## src/rtl/jstk_pkg.sv

```systemverilog
// Shared definitions for the PmodJSTK transaction scheduler.
//   state_e          : scheduler FSM states
//   FRAME_W          : width of one SPI frame in either direction
//   LED_CMD_PREFIX   : command bits placed above the LED field in every frame
//   *_MSB / *_LSB    : where X, Y and button fields sit in the reply frame
//   TMO_W            : width of the shared state-duration counter
//   unpack_*         : field extraction from a reply frame
//   sat_inc          : saturating increment for the duration counter
package jstk_pkg;

    typedef enum logic [2:0] {
        ST_IDLE    = 3'd0,
        ST_START   = 3'd1,
        ST_XFER    = 3'd2,
        ST_CAPTURE = 3'd3,
        ST_GAP     = 3'd4
    } state_e;

    localparam int FRAME_W = 40;
    localparam int TMO_W   = 17;

    localparam logic [5:0] LED_CMD_PREFIX = 6'b100000;

    localparam int X_LO_MSB = 23;
    localparam int X_LO_LSB = 16;
    localparam int X_HI_MSB = 9;
    localparam int X_HI_LSB = 8;
    localparam int Y_LO_MSB = 39;
    localparam int Y_LO_LSB = 32;
    localparam int Y_HI_MSB = 25;
    localparam int Y_HI_LSB = 24;
    localparam int BTN_MSB  = 2;
    localparam int BTN_LSB  = 0;

    function automatic logic [9:0] unpack_x(input logic [FRAME_W-1:0] f);
        return {f[X_HI_MSB:X_HI_LSB], f[X_LO_MSB:X_LO_LSB]};
    endfunction

    function automatic logic [9:0] unpack_y(input logic [FRAME_W-1:0] f);
        return {f[Y_HI_MSB:Y_HI_LSB], f[Y_LO_MSB:Y_LO_LSB]};
    endfunction

    function automatic logic [2:0] unpack_btn(input logic [FRAME_W-1:0] f);
        return f[BTN_MSB:BTN_LSB];
    endfunction

    function automatic logic [TMO_W-1:0] sat_inc(input logic [TMO_W-1:0] v,
                                                 input logic [TMO_W-1:0] lim);
        return (v < lim) ? v + TMO_W'(1) : v;
    endfunction

endpackage

```

## src/rtl/jstk_poll_timer.sv

```systemverilog
// Free-running wrap counter that paces position polls.
//   clk_i   : system clock
//   rst_ni  : asynchronous active-low reset, counter returns to 0
//   tick_o  : high for the one cycle in which the counter wraps
// The count runs 0..PERIOD-1 and never stops; the consumer owns any
// pending-request bookkeeping.
module jstk_poll_timer #(
    parameter int unsigned PERIOD = 1200000
) (
    input  logic clk_i,
    input  logic rst_ni,
    output logic tick_o
);

    localparam int unsigned CW = (PERIOD > 1) ? $clog2(PERIOD) : 1;
    localparam logic [CW-1:0] LAST = CW'(PERIOD - 1);

    logic [CW-1:0] cnt_q, cnt_d;

    assign tick_o = (cnt_q == LAST);

    always_comb begin
        cnt_d = tick_o ? '0 : cnt_q + CW'(1);
    end

    always_ff @(posedge clk_i or negedge rst_ni) begin
        if (!rst_ni) begin
            cnt_q <= '0;
        end else begin
            cnt_q <= cnt_d;
        end
    end

endmodule

```

## src/rtl/jstk_txn_scheduler.sv

```systemverilog
// Scheduler for every SPI transaction sent to the PmodJSTK interface.
// Launches periodic position polls and on-demand LED updates, waits for the
// interface to run the transfer, unpacks the reply and strobes data_valid.
//   clk_i           : system clock
//   rst_ni          : asynchronous active-low reset
//   led_req_i       : LED update request, held until led_ack_o
//   led_val_i       : requested LED state {LED2,LED1}
//   led_ack_o       : one-cycle acceptance pulse
//   jstk_snd_rec_o  : start request to the PmodJSTK interface
//   jstk_din_o      : frame sent to the joystick (always carries LED state)
//   jstk_ss_i       : slave select from the interface, low while transferring
//   jstk_dout_i     : reply frame from the interface
//   xpos_o, ypos_o  : joystick position, 0..1023
//   buttons_o       : {trigger, btn1, btn0}
//   data_valid_o    : one-cycle pulse when a new sample is latched
//   busy_o          : high whenever the FSM is not idle
//   timeout_err_o   : sticky timeout flag, cleared only by reset
//
// state   | meaning
// IDLE    | waiting for a pending LED command or poll
// START   | jstk_snd_rec high, waiting for SS to fall
// XFER    | SS low, waiting for the transfer to finish
// CAPTURE | latch reply fields, pulse data_valid
// GAP     | enforced idle time before the next transaction
module jstk_txn_scheduler
    import jstk_pkg::*;
#(
    parameter int unsigned POLL_CYCLES   = 1200000,
    parameter int unsigned START_TIMEOUT = 4096,
    parameter int unsigned XFER_TIMEOUT  = 65536,
    parameter int unsigned GAP_CYCLES    = 120
) (
    input  logic               clk_i,
    input  logic               rst_ni,
    input  logic               led_req_i,
    input  logic [1:0]         led_val_i,
    output logic               led_ack_o,
    output logic               jstk_snd_rec_o,
    output logic [FRAME_W-1:0] jstk_din_o,
    input  logic               jstk_ss_i,
    input  logic [FRAME_W-1:0] jstk_dout_i,
    output logic [9:0]         xpos_o,
    output logic [9:0]         ypos_o,
    output logic [2:0]         buttons_o,
    output logic               data_valid_o,
    output logic               busy_o,
    output logic               timeout_err_o
);

    localparam logic [TMO_W-1:0] START_LIM = TMO_W'(START_TIMEOUT);
    localparam logic [TMO_W-1:0] XFER_LIM  = TMO_W'(XFER_TIMEOUT);
    localparam logic [TMO_W-1:0] GAP_LIM   = TMO_W'(GAP_CYCLES);

    state_e           state_q, state_d;
    logic [TMO_W-1:0] cnt_q, cnt_d;
    logic [1:0]       led_state_q, led_state_d;
    logic             poll_pend_q, poll_pend_d;
    logic             cmd_pend_q, cmd_pend_d;
    logic             led_ack_q, led_ack_d;
    logic             dv_q, dv_d;
    logic             err_q, err_d;
    logic [9:0]       xpos_q, xpos_d;
    logic [9:0]       ypos_q, ypos_d;
    logic [2:0]       btn_q, btn_d;
    logic             poll_tick;
    logic             launch;

    // Reply bits outside the X/Y/button fields carry nothing we use.
    logic dout_unused;
    assign dout_unused = ^{jstk_dout_i[31:26], jstk_dout_i[15:10], jstk_dout_i[7:3]};

    jstk_poll_timer #(
        .PERIOD(POLL_CYCLES)
    ) u_poll_timer (
        .clk_i  (clk_i),
        .rst_ni (rst_ni),
        .tick_o (poll_tick)
    );

    always_comb begin
        state_d     = state_q;
        cnt_d       = cnt_q;
        led_state_d = led_state_q;
        poll_pend_d = poll_pend_q | poll_tick;
        cmd_pend_d  = cmd_pend_q;
        led_ack_d   = 1'b0;
        dv_d        = 1'b0;
        err_d       = err_q;
        xpos_d      = xpos_q;
        ypos_d      = ypos_q;
        btn_d       = btn_q;
        launch      = 1'b0;

        case (state_q)
            ST_IDLE: begin
                // A just-accepted command launches first; a fresh request is
                // accepted before a poll so the poll rides on the new LED frame.
                if (cmd_pend_q) begin
                    launch = 1'b1;
                end else if (led_req_i) begin
                    led_ack_d   = 1'b1;
                    led_state_d = led_val_i;
                    cmd_pend_d  = 1'b1;
                end else if (poll_pend_q || poll_tick) begin
                    launch = 1'b1;
                end
            end
            ST_START: begin
                if (!jstk_ss_i) begin
                    state_d = ST_XFER;
                end else if (cnt_q >= START_LIM - TMO_W'(1)) begin
                    err_d   = 1'b1;
                    state_d = ST_GAP;
                end else begin
                    cnt_d = sat_inc(cnt_q, START_LIM);
                end
            end
            ST_XFER: begin
                if (jstk_ss_i) begin
                    state_d = ST_CAPTURE;
                end else if (cnt_q >= XFER_LIM - TMO_W'(1)) begin
                    err_d   = 1'b1;
                    state_d = ST_GAP;
                end else begin
                    cnt_d = sat_inc(cnt_q, XFER_LIM);
                end
            end
            ST_CAPTURE: begin
                xpos_d  = unpack_x(jstk_dout_i);
                ypos_d  = unpack_y(jstk_dout_i);
                btn_d   = unpack_btn(jstk_dout_i);
                dv_d    = 1'b1;
                state_d = ST_GAP;
            end
            ST_GAP: begin
                if (cnt_q >= GAP_LIM - TMO_W'(1)) begin
                    state_d = ST_IDLE;
                end else begin
                    cnt_d = sat_inc(cnt_q, GAP_LIM);
                end
            end
            default: begin
                state_d = ST_IDLE;
            end
        endcase

        // Every transaction returns a position sample, so one launch
        // satisfies both kinds of pending work.
        if (launch) begin
            state_d     = ST_START;
            poll_pend_d = 1'b0;
            cmd_pend_d  = 1'b0;
        end

        if (state_d != state_q) begin
            cnt_d = '0;
        end
    end

    always_ff @(posedge clk_i or negedge rst_ni) begin
        if (!rst_ni) begin
            state_q     <= ST_IDLE;
            cnt_q       <= '0;
            led_state_q <= 2'b00;
            poll_pend_q <= 1'b0;
            cmd_pend_q  <= 1'b0;
            led_ack_q   <= 1'b0;
            dv_q        <= 1'b0;
            err_q       <= 1'b0;
            xpos_q      <= '0;
            ypos_q      <= '0;
            btn_q       <= '0;
        end else begin
            state_q     <= state_d;
            cnt_q       <= cnt_d;
            led_state_q <= led_state_d;
            poll_pend_q <= poll_pend_d;
            cmd_pend_q  <= cmd_pend_d;
            led_ack_q   <= led_ack_d;
            dv_q        <= dv_d;
            err_q       <= err_d;
            xpos_q      <= xpos_d;
            ypos_q      <= ypos_d;
            btn_q       <= btn_d;
        end
    end

    assign led_ack_o      = led_ack_q;
    assign jstk_snd_rec_o = (state_q == ST_START);
    assign jstk_din_o     = {LED_CMD_PREFIX, led_state_q, 32'h0};
    assign xpos_o         = xpos_q;
    assign ypos_o         = ypos_q;
    assign buttons_o      = btn_q;
    assign data_valid_o   = dv_q;
    assign busy_o         = (state_q != ST_IDLE);
    assign timeout_err_o  = err_q;

endmodule

```

## config.mk

```make
export PLATFORM = sky130hd
export DESIGN_NAME = jstk_txn_scheduler
export DESIGN_NICKNAME = d
export VERILOG_FILES = /design/src/rtl/jstk_pkg.sv /design/src/rtl/jstk_poll_timer.sv /design/src/rtl/jstk_txn_scheduler.sv
export SDC_FILE = /design/constraint.sdc
export NUM_CORES = 1
export LEC_CHECK = 0
export CORE_MARGIN = 4
export CORE_UTILIZATION = 48
export CTS_BUF_LIST = sky130_fd_sc_hd__clkbuf_8
export CTS_CLUSTER_DIAMETER = 40
export DETAILED_ROUTE_END_ITERATION = 6
export PLACE_DENSITY = 0.89
export SYNTH_ARGS = -nofsm -noshare
export SYNTH_HDL_FRONTEND = slang
export SYNTH_SLANG_ARGS = --single-unit
```

## constraint.sdc

```tcl
create_clock -name clk_i -period 3.65 [get_ports clk_i]
set_input_delay 0.73 -clock clk_i [delete_from_list [all_inputs] [get_ports clk_i]]
set_output_delay 0.73 -clock clk_i [all_outputs]
set_load 0.005 [all_outputs]
```

==> out/qor.yml <==
sta:
  relSlewSlack: 0.5065
  rsz0062_at_grt: "no"
  slew_violations: 0
  period_share: 0.8518
  max_freq_ghz: 0.3216
  fin_setup_tns_ps: 0
  hold_viol: 0
  finalSetupViolCount: 0
  worst-slew-pin-transition_ps: 740.2
  period_needed_ps: 3109
  fin_skew_ps: 13.27
die:
  row_count: 31
  die_area_um2: 9099
  placeableCoreArea_um2: 7331
  initial_core_util: 0.5001
  die_w_um: 95.39
  io_pins: 114
  die_h_um: 95.39
finish:
  post-route-util: 0.6030
  layout_commonest_cell: "nand2_1"
  layout_common_cells: "83 x nand2_1, 71 x dfrtp_1, 57 x clkdlybuf4s50_1, 38 x conb_1, 36 x nor2_1"
  finalNetCount: 508
  multi_input_comb_area_um2: 1654
  regArea_um2: 1777
  areaGrowthSynthToFinish_pct: 20.58
  diodes: 0
  nFillCells: 584
  drive_gt1_frac: 0.07112
synth:
  syn_inst: 398
  synth-seq-area-share: 0.4846
  synth_edf_count: 0
  yosys_warnings: 0
  syn_area_per_cell_um2: 9.211
  ys_async_sr_fraction: 1.000
  ys.flop_type: "dfrtp_1"
  syn_area_um2: 3666
  ys_seq_elements: 71
  synth_cell_types: 52
routing:
  vias: 2943
  wire_per_inst_um: 14.31
  drt_pass1_iterations: 4
  route.detailed.drc: 0
  ant_nets: 0
  initialDrtViolationCount: 149
  via_per_inst: 5.227
  routed_wl_um: 8054
pwr:
  leakagePower_nw: 2.004
  irDropWorstVdd_v: 0.0003085
  p_per_area_nw_per_um2: 621.1
run:
  drv_cap: 0
cts:
  cts_setup_buffers: 0
  cts-root-buf: "clkbuf_8"
  ctsResizeCount: 0
  clk_pin_slew_worst_paths_ps: 70
  holdBufCountCts: 0
  cts_max_level: 3
  clk_latency_ps: 350
  cts_tree: "done"
  numCtsBuffers: 9
  clockBufferDepth: 2
  cts.sinks: 71
critical_path:
  cp-end-kind: "register"
  required_ps: 3930
  start_kind: "register"
  crit_fanout: 19
  critical_path_class: "reg2reg"
  arrival_ps: 3390
global_routing:
  track_usage: 0.1890
  grt_pass1_wl_um: 13340
  globalRouteOverflowTotal: 0
  grt_pass1_vias: 2938
  grt_antenna_before_repair: 0
  grt_max_degree: 34
outcome:
  status: "complete, no violations"
min_path:
  min_path_type: "in2async"
placement:
  hpwl_um: 5842
  gp_congestion: 0.8398
  port_buffers: 58
==> stage by stage <==
stage | cells | hold slack [ps] | total power (W) | setup slack, ps | cell area, um^2
global placement | 547 | 439.4 | 0.002035 | 702.9 | 4202
floorplan | 434 | 425.1 | 0.001613 | 1097 | 3801
CTS | 563 | 454.3 | 0.002770 | 561.0 | 4420
detailed placement | 547 | 461.5 | 0.002073 | 601.7 | 4202
global route | 563 | 487.9 | 0.002929 | 312.8 | 4420
finish | 563 | 432.7 | 0.002745 | 541.0 | 4420
==> worst max-delay path, cell delays in order, from the launching register on <==
cell     delay [ps]
dfrtp_1         450
ha_1            260
nand3_1         130
nor2_1           90
nand3_1         180
nor3_1          100
ha_1            210
nor4b_1         420
o21ai_0         150
nand4_1         230
nand3_4         230
or4_1           450
a21oi_1         150
==> final timing paths <==
kind                                  startpoint               endpoint  slack [ps]  cells after the start
setup / recovery                        cnt_q[0]              cnt_q[14]         540                     12
max in group asynchronous                 rst_ni              xpos_o[3]        2400                      2
min in group clk_i         u_poll_timer.cnt_q[6]  u_poll_timer.cnt_q[6]         470                      1
hold / removal                            rst_ni              cnt_q[15]         430                      1
hold reg to reg            u_poll_timer.cnt_q[6]  u_poll_timer.cnt_q[6]         470                      1
setup reg to reg                        cnt_q[0]              cnt_q[14]         540                     12
==> synth_stat cells, types with 2 or more instances <==
cell type / number / area (um^2)
mux2i_1: 2 / 20.02
ha_1: 3 / 37.54
a21oi_1: 13 / 65.06
o21a_1: 2 / 15.01
buf_2: 2 / 10.01
and2_1: 6 / 37.54
clkbuf_1: 7 / 26.28
nor4_2: 2 / 25.02
nor2_1: 36 / 135.1
xor2_1: 13 / 113.9
xnor2_1: 12 / 105.1
or3_1: 8 / 50.05
inv_1: 9 / 33.78
nor4b_1: 2 / 17.52
nand2_1: 83 / 311.6
a21o_1: 2 / 15.01
o21ai_0: 10 / 50.05
nor3_1: 6 / 30.03
and3_1: 4 / 25.02
nand2b_1: 4 / 25.02
conb_1: 2 / 7.510
dfrtp_1: 71 / 1777
buf_4: 38 / 285.3
nand4_1: 18 / 112.6
or4_1: 2 / 15.01
o31ai_1: 2 / 15.01
nor2b_1: 2 / 12.51
nand3_1: 12 / 60.06
mux2_2: 2 / 22.52
==> cell type report <==
class                   instances  share of cell area
clock buffers                   9             0.02802
clock inverters                 7             0.02151
inverters                       9            0.007642
multi-input cells             305              0.3742
flip-flops and latches         71              0.4019
well taps                      99             0.02802
repair buffers                 63              0.1387
==> cell families (layout without fill, tap and decap cells) <==
family	count (synthesis)	in the layout	synth area share
and+or+nand+nor	193	193	0.2529
DFF	71	71	0.4846
buffers and inverters	58	88	0.1010
AOI/OAI and AO/OA	42	42	0.07781
xor gates and xnor gates	25	25	0.05973
muxes	4	4	0.01160
adders and majority gates	3	3	0.01024
other	2	38	0.002049
==> flip-flops by register name, indices dropped and copies added, names as in the netlist <==
name                count
xpos_o                 10
timeout_err_o           1
buttons_o               3
poll_pend_q             1
u_poll_timer.cnt_q     21
led_ack_o               1
ypos_o                 10
led_state_q             2
cmd_pend_q              1
cnt_q                  17
data_valid_o            1
state_q                 3
==> where the power goes <==
part	internal [W]	switching, W	leakage (nW)
Clock	0.000385	0.000303	0.110
Combinational	0.000493	0.000465	0.970
Sequential	0.000959	0.000139	0.924
==> routing by layer <==
metal / part of all wire / vias to the layer above / track usage
met5: 0 / - / 0
met1: 0.40 / 1421 / 0.2238
li1: - / 1393 / -
met4: 0.017 / 0 / 0.1019
met2: 0.52 / 118 / 0.3149
met3: 0.065 / 11 / 0.04815
Power figures use the tool's default switching activity.
